==> config.mk <==
export PLATFORM = sky130hd
export DESIGN_NAME = dsi_lane_hs_sequencer
export DESIGN_NICKNAME = d
export VERILOG_FILES = /design/src/rtl/dsi_lane_hs_sequencer.sv
export SDC_FILE = /design/constraint.sdc
export NUM_CORES = 1
export LEC_CHECK = 0
export BUFFER_PORTS_ARGS = -buffer_cell sky130_fd_sc_hd__buf_2
export CAP_MARGIN = 40
export CORE_ASPECT_RATIO = 2
export CORE_MARGIN = 2
export CORE_UTILIZATION = 59
export DETAILED_ROUTE_END_ITERATION = 16
export PLACE_DENSITY = 0.91
export SYNTH_ARGS = -nofsm -noshare
export SYNTH_HDL_FRONTEND = slang
export SYNTH_SLANG_ARGS = --single-unit
==> constraint.sdc <==
create_clock -name clk -period 2.6 [get_ports clk]
set_input_delay 0.13 -clock clk [delete_from_list [all_inputs] [get_ports clk]]
set_output_delay 0.13 -clock clk [all_outputs]
set_load 0.005 [all_outputs]
==> src/rtl/dsi_lane_hs_sequencer.sv <==
// Single-lane DSI HS burst sequencer: LP-11 -> LP-01 -> LP-00 entry, HS-zero, 0xB8 sync,
// payload pulled from the upstream repacker one byte per cycle, HS trail, then LP-11 exit.
module dsi_lane_hs_sequencer #(
    parameter int T_LPX        = 2,
    parameter int T_HS_PREPARE = 3,
    parameter int T_HS_ZERO    = 4,
    parameter int T_HS_TRAIL   = 3,
    parameter int T_HS_EXIT    = 2,
    parameter int MAX_BYTES    = 4096
) (
    input  logic       clk,
    input  logic       rst_n,
    output logic       src_data_rqst,
    input  logic [7:0] src_input_data,
    input  logic       src_start_rqst,
    input  logic       src_fin_rqst,
    output logic [7:0] hs_data,
    output logic       hs_en,
    output logic       lp_p,
    output logic       lp_n,
    output logic       busy,
    output logic       err_start_busy,
    output logic       err_overrun
);

    localparam int PH_MAX_A = (T_LPX > T_HS_PREPARE) ? T_LPX : T_HS_PREPARE;
    localparam int PH_MAX_B = (T_HS_ZERO > T_HS_TRAIL) ? T_HS_ZERO : T_HS_TRAIL;
    localparam int PH_MAX_C = (PH_MAX_A > PH_MAX_B) ? PH_MAX_A : PH_MAX_B;
    localparam int PH_MAX   = (PH_MAX_C > T_HS_EXIT) ? PH_MAX_C : T_HS_EXIT;
    localparam int PH_W     = $clog2(PH_MAX + 1);
    localparam int BC_W     = $clog2(MAX_BYTES + 1);

    localparam logic [7:0] SYNC_BYTE = 8'hB8;

    typedef enum logic [2:0] {
        S_IDLE,
        S_LP01,
        S_LP00,
        S_HSZERO,
        S_SYNC,
        S_DATA,
        S_TRAIL,
        S_EXIT
    } state_t;

    state_t            state_q, state_d;
    logic [PH_W-1:0]   ph_cnt_q, ph_cnt_d;
    logic [BC_W-1:0]   byte_cnt_q, byte_cnt_d;
    logic              ovf_q, ovf_d;
    logic              last_b7_q, last_b7_d;
    logic [7:0]        hs_data_q, hs_data_d;
    logic              hs_en_q, hs_en_d;
    logic              lp_p_q, lp_p_d;
    logic              lp_n_q, lp_n_d;
    logic              busy_q, busy_d;
    logic              err_start_busy_q, err_start_busy_d;
    logic              err_overrun_q;
    logic              wdog_hit;

    assign src_data_rqst = (state_q == S_SYNC) || (state_q == S_DATA);
    assign wdog_hit      = !src_fin_rqst && (byte_cnt_q == BC_W'(MAX_BYTES - 1));

    // NOTE: every signal written here gets a default first, so no path leaves one
    // unassigned and no latch is inferred.
    always_comb begin
        state_d    = state_q;
        ph_cnt_d   = ph_cnt_q;
        byte_cnt_d = byte_cnt_q;
        ovf_d      = 1'b0;
        last_b7_d  = last_b7_q;

        if (ph_cnt_q != '0) begin
            ph_cnt_d = ph_cnt_q - PH_W'(1);
        end

        case (state_q)
            S_IDLE: begin
                byte_cnt_d = '0;
                if (src_start_rqst) begin
                    state_d  = S_LP01;
                    ph_cnt_d = PH_W'(T_LPX - 1);
                end
            end
            S_LP01: begin
                if (ph_cnt_q == '0) begin
                    state_d  = S_LP00;
                    ph_cnt_d = PH_W'(T_HS_PREPARE - 1);
                end
            end
            S_LP00: begin
                if (ph_cnt_q == '0) begin
                    state_d  = S_HSZERO;
                    ph_cnt_d = PH_W'(T_HS_ZERO - 1);
                end
            end
            S_HSZERO: begin
                if (ph_cnt_q == '0) begin
                    state_d = S_SYNC;
                end
            end
            S_SYNC, S_DATA: begin
                byte_cnt_d = byte_cnt_q + BC_W'(1);
                last_b7_d  = src_input_data[7];
                if (src_fin_rqst || wdog_hit) begin
                    // TRAIL's first cycle still shows the last byte, so it runs one extra cycle.
                    state_d  = S_TRAIL;
                    ph_cnt_d = PH_W'(T_HS_TRAIL);
                    ovf_d    = wdog_hit;
                end else begin
                    state_d = S_DATA;
                end
            end
            S_TRAIL: begin
                if (ph_cnt_q == '0) begin
                    state_d  = S_EXIT;
                    ph_cnt_d = PH_W'(T_HS_EXIT - 1);
                end
            end
            S_EXIT: begin
                if (ph_cnt_q == '0) begin
                    state_d = S_IDLE;
                end
            end
            default: begin
                state_d = S_IDLE;
            end
        endcase
    end

    // Registered outputs are decoded from the next state so they line up with the state itself.
    always_comb begin
        lp_p_d    = 1'b1;
        lp_n_d    = 1'b1;
        hs_en_d   = 1'b0;
        hs_data_d = 8'h00;

        case (state_d)
            S_LP01: begin
                lp_p_d = 1'b0;
            end
            S_LP00: begin
                lp_p_d = 1'b0;
                lp_n_d = 1'b0;
            end
            S_HSZERO, S_DATA, S_TRAIL: begin
                lp_p_d  = 1'b0;
                lp_n_d  = 1'b0;
                hs_en_d = 1'b1;
            end
            S_SYNC: begin
                lp_p_d    = 1'b0;
                lp_n_d    = 1'b0;
                hs_en_d   = 1'b1;
                hs_data_d = SYNC_BYTE;
            end
            default: begin
                lp_p_d = 1'b1;
            end
        endcase

        if (src_data_rqst) begin
            hs_data_d = src_input_data;
        end else if ((state_q == S_TRAIL) && (state_d == S_TRAIL)) begin
            hs_data_d = {8{~last_b7_q}};
        end

        busy_d           = (state_d != S_IDLE);
        err_start_busy_d = src_start_rqst && (state_q != S_IDLE);
    end

    // NOTE: reset is synchronous, so it is tested inside the clocked block rather than in the
    // sensitivity list; all state uses non-blocking assignments so every flop sees pre-edge values.
    always_ff @(posedge clk) begin
        if (!rst_n) begin
            state_q          <= S_IDLE;
            ph_cnt_q         <= '0;
            byte_cnt_q       <= '0;
            ovf_q            <= 1'b0;
            last_b7_q        <= 1'b0;
            hs_data_q        <= 8'h00;
            hs_en_q          <= 1'b0;
            lp_p_q           <= 1'b1;
            lp_n_q           <= 1'b1;
            busy_q           <= 1'b0;
            err_start_busy_q <= 1'b0;
            err_overrun_q    <= 1'b0;
        end else begin
            state_q          <= state_d;
            ph_cnt_q         <= ph_cnt_d;
            byte_cnt_q       <= byte_cnt_d;
            ovf_q            <= ovf_d;
            last_b7_q        <= last_b7_d;
            hs_data_q        <= hs_data_d;
            hs_en_q          <= hs_en_d;
            lp_p_q           <= lp_p_d;
            lp_n_q           <= lp_n_d;
            busy_q           <= busy_d;
            err_start_busy_q <= err_start_busy_d;
            err_overrun_q    <= ovf_q;
        end
    end

    assign hs_data        = hs_data_q;
    assign hs_en          = hs_en_q;
    assign lp_p           = lp_p_q;
    assign lp_n           = lp_n_q;
    assign busy           = busy_q;
    assign err_start_busy = err_start_busy_q;
    assign err_overrun    = err_overrun_q;

endmodule

[After elaboration in Yosys (flattened, before gate mapping)]
Cells that the tools add are included.
Word-level totals
  flip-flop bits (word level): 35
  input port bits: 12
  logic and storage cells: 68
Cells by class
  add/subtract/negate cells: 2
  equal/unequal tests: 14
  multiplexer cells: 22
  bitwise operators: 1
  reductions and logical operators: 17
Operator list (number)
  $mux W3: 12
  $pmux W13 S2: 1
  $mux W8: 3
  $eq A3 B3 Y1 const B: 7
  $pmux W3 S7: 1
  $pmux W3 S5: 1
  $add A13 B1 Y13 const B: 1
  $eq A13 B12 Y1 const B: 1
  $eq A3 B2 Y1 const B: 4
  $reduce_bool A3 Y1: 3
  $eq A3 B1 Y1 const B: 2
  $logic_not A3 Y1: 2
  $reduce_or A6 Y1: 1
  $reduce_or A5 Y1: 1
  $reduce_or A4 Y1: 1
  $logic_and A1 B1 Y1: 3
  $mux W1: 3
  $reduce_and A3 Y1: 1
  $sub A3 B1 Y3 const B: 1
  $logic_or A1 B1 Y1: 2
  $mux W2: 1
  $reduce_bool A2 Y1: 1
  $reduce_or A2 Y1: 1
  $logic_not A1 Y1: 1
  $not A1 Y1: 1

[Depth between registers and ports, before layout]
  word-level depth: 9
  mapped depth: 9
  gate-level depth less buffers: 9

[Least setup slack after synthesis]
Ideal clock, no wire load.
  kind: register to register
  start: register ph_cnt_q[0]
  end: register ph_cnt_q[0]
  setup time: 70 ps
  arrival time: 1658 ps
  slack: 872 ps
  stages on the path, launching flop included: 9
  buffers on the path: 0
  cells stage by stage: dfxtp_1 inv_1 ha_1 and2b_1 inv_1 ha_1 a221oi_1 a21oi_1 a21oi_1
On the way
  cells in the longest elaborated chain, start to end: 4
  elaborated cells between the ends (all ways): 10
  those cells by class: add/sub: 1; mux: 7; reduce/logical: 2
RTL lines
  from (decl): RTL line 47  | logic [PH_W-1:0] ph_cnt_q, ph_cnt_d;
  from (signal assigned): RTL line 189  | ph_cnt_q <= ph_cnt_d;
  $sub A3 B1 Y3 or $reduce_bool A3 Y1 (tied branches): RTL line 73, 72
  $mux W3: RTL line 72  | if (ph_cnt_q != '0) begin
  $mux W3, on equally long branches
  $pmux W3 S5 *: RTL line 76  | case (state_q)
Mark *: on every way between the ends. The rest lies on a longest branch, timed or not.
A chain may end at the register's enable or synchronous reset.

[Worst setup path in the final report]
  start: register state_q[1]
  end: output src_data_rqst
On the way
  cells in the longest elaborated chain, start to end: 2
  elaborated cells between the ends (all ways): 3
  those cells by class: eq/ne: 2; reduce/logical: 1
RTL lines
  from (decl): RTL line 46  | state_t state_q, state_d;
  from (signal assigned): RTL line 188  | state_q <= state_d;
  $eq A3 B3 Y1: RTL line 60  | assign src_data_rqst = (state_q == S_SYNC) || (state_q == S_DATA);
  $logic_or A1 B1 Y1 *: RTL line 60
  to (decl): RTL line 13  | output logic src_data_rqst,
Marks and branches as above.

==> reports/metrics.cfg <==
[route]
drc = 0
wl_mm = 3.92
drtIter0Drc = 51
ant_nets = 0
vias = 1578
avgViaCountPerCell = 6.39
wl_per_cell_um = 15.9
dr.pass1.iters = 4

[clock_tree]
cts.repair.resized = 0
clk_latency_ns = 0.30
cts_setup_buffers = 0
htreeDepth = 2
clkSlewWorstSetupHoldPaths_ns = 0.08
root_buffer = clkbuf_8
numCtsBuffers = 5
cts_tree = yes
hold_buffers = 0
clockBufferDepth = 2
numClockSinks = 35

[grt]
grt_pass1_wl_mm = 6.35
antenna_found_initial = 0
grt_usage_pct = 25.3
gr-total-overflow = 0
grt_max_degree = 23
grt_pass1_vias = 1454

[sta]
fmaxAchievable_ghz = 0.486
rsz0062_at_grt = no
slew_viol_final = 0
finalClockSkew_ns = 0.0103
fin_ws_ns = 0.541
worstMarginPinSlew_ns = 0.697
hold_viol_final = 0
fin_crit_ns = 2.06
setup_tns_ns = 0
final-setup-viol-count = 0
relSlewSlack_pct = 53.5
min_period_over_period_pct = 79.2

[cells_and_area]
area_growth_pct = 14.8
antenna_cells = 0
nFillCells = 226
fin_area_um2 = 1900
nets = 234
drive_gt1_share_pct = 17.9

[pwr]
p_total_w = 0.00163
powerDensity_nw_per_um2 = 858
p_leak_nw = 0.769
irDropWorstVdd_mv = 0.579

[placement]
gp_congestion = 0.824
dpl_cell_area_um2 = 1780
numPortBuffers = 26
pre_cts_ws_ns = 0.651
hpwl_mm = 2.68

[hold_path]
worstHoldPathType = in -> reg

[floorplan]
ios = 27
fp.dieH_um = 78.9
core-area_um2 = 2700
die_w_um = 41.4
rows = 27
start_util_pct = 61.2
dieArea_um2 = 3270

[synthesis]
synth_top_area_share_pct = 42.4
synth_flop_cell = dfxtp_1
syn_area_per_cell_um2 = 8.52
synth_cell_type_count = 46
ys_ff_latch = 35
synth_cells = 194
synth.most_common_cell = dfxtp_1
yosys.area.top_type = dfxtp_1
syn_area_um2 = 1650
ys_top_cells_by_area = dfxtp_1 (42%), a21oi_1 (7.0%), nand3_1 (3.9%), ha_1 (3.8%), nand2_1 (3.4%)
syn_nets = 211
synth_edf_count = 0
yosysSeqAreaShare_pct = 42.4
synth_warnings = 0
asyncSetResetFlopFracSynth_pct = 0
ys_top_cells_by_count = dfxtp_1 (35), a21oi_1 (23), nand2_1 (15)

[critical_path]
end_kind = output port
crit_fanout = 19
criticalPathCategory = reg -> out
start_kind = register
crit_arrival_ns = 1.93
required_ns = 2.47

[run]
cap_violations = 0

[run_status]
status = finished, final reports clean

[placed cells by master (no fill, tap or decap), drive strengths merged, types with 4 or more instances in the layout]
| cell type | instances |
|---|---|
| ha | 5 |
| nand3 | 13 |
| o22ai | 4 |
| dfxtp | 35 |
| clkbuf | 5 |
| o21ai | 11 |
| a21oi | 24 |
| nand4 | 4 |
| nor2 | 12 |
| nand2 | 15 |
| inv | 6 |
| buf | 27 |
[per-layer routing]
metal	vias up	share of wire, %	GRT usage, %
li1	766	-	-
met1	736	36	22.9
met2	59	54	45.6
met3	17	4.5	5.00
met4	0	5.1	21.6
met5	-	0	0
[layout make-up]
cell class              count  area, um^2  area share [%]
inverters                   6        22.5            1.19
flip-flops and latches     35         701            36.9
multi-input cells         142         887            46.8
repair buffers             27         138            7.26
clock buffers               5        68.8            3.63
well taps                  29        36.3            1.91
clock inverters             3        43.8            2.31
[report_power, final]
part / switching [W] / total [W] / leakage, nW / internal [W]
sequential: 0.0000611 / 0.000648 / 0.284 / 0.000586
combinational: 0.000296 / 0.000483 / 0.427 / 0.000187
clock: 0.000211 / 0.000496 / 0.0581 / 0.000285
[sequential cells by signal, indices dropped and copies added, names as in the netlist]
name,count
err_overrun,1
ovf_q,1
lp_n,1
hs_en,1
err_start_busy,1
hs_data,8
last_b7_q,1
ph_cnt_q,3
byte_cnt_q,13
lp_p,1
state_q,3
busy,1
[worst paths after layout]
kind / start / to / slack [ns] / cells after the start
hold / removal: src_fin_rqst / ovf_q / 0.01 / 2
setup / recovery: state_q[1] / src_data_rqst / 0.54 / 4
hold reg to reg: ovf_q / err_overrun / 0.44 / 1
setup reg to reg: state_q[1] / ph_cnt_q[1] / 0.58 / 5
[stage by stage]
| stage | hold WS [ns] | instances | utilization [%] |
|---|---|---|---|
| floorplan | 0.206 | 194 | - |
| global placement | 0.318 | 239 | 66.0 |
| detailed placement | 0.320 | 239 | 66.0 |
| CTS | 0.00497 | 247 | 70.2 |
| global route | 0.0193 | 247 | 70.2 |
| finish | 0.0119 | 247 | 70.2 |
[worst max-delay path, cell delays in order, from the launching register on]
cell	delay (ns)
dfxtp_1	0.63
nand2b_1	0.47
inv_1	0.15
buf_4	0.23
buf_2	0.14
[cell families (layout without fill, tap and decap cells)]
kind of cell,count (synthesis),after routing,share of synthesized area (%)
AOI/OAI and AO/OA,60,60,22.9
DFF,35,35,42.4
buffers and inverters,17,41,3.94
muxes,4,4,2.57
xor gates and xnor gates,1,1,0.530
adders and majority gates,5,5,3.79
and+or+nand+nor,72,72,23.9
Note: power is estimated with default switching activity, not from simulation.
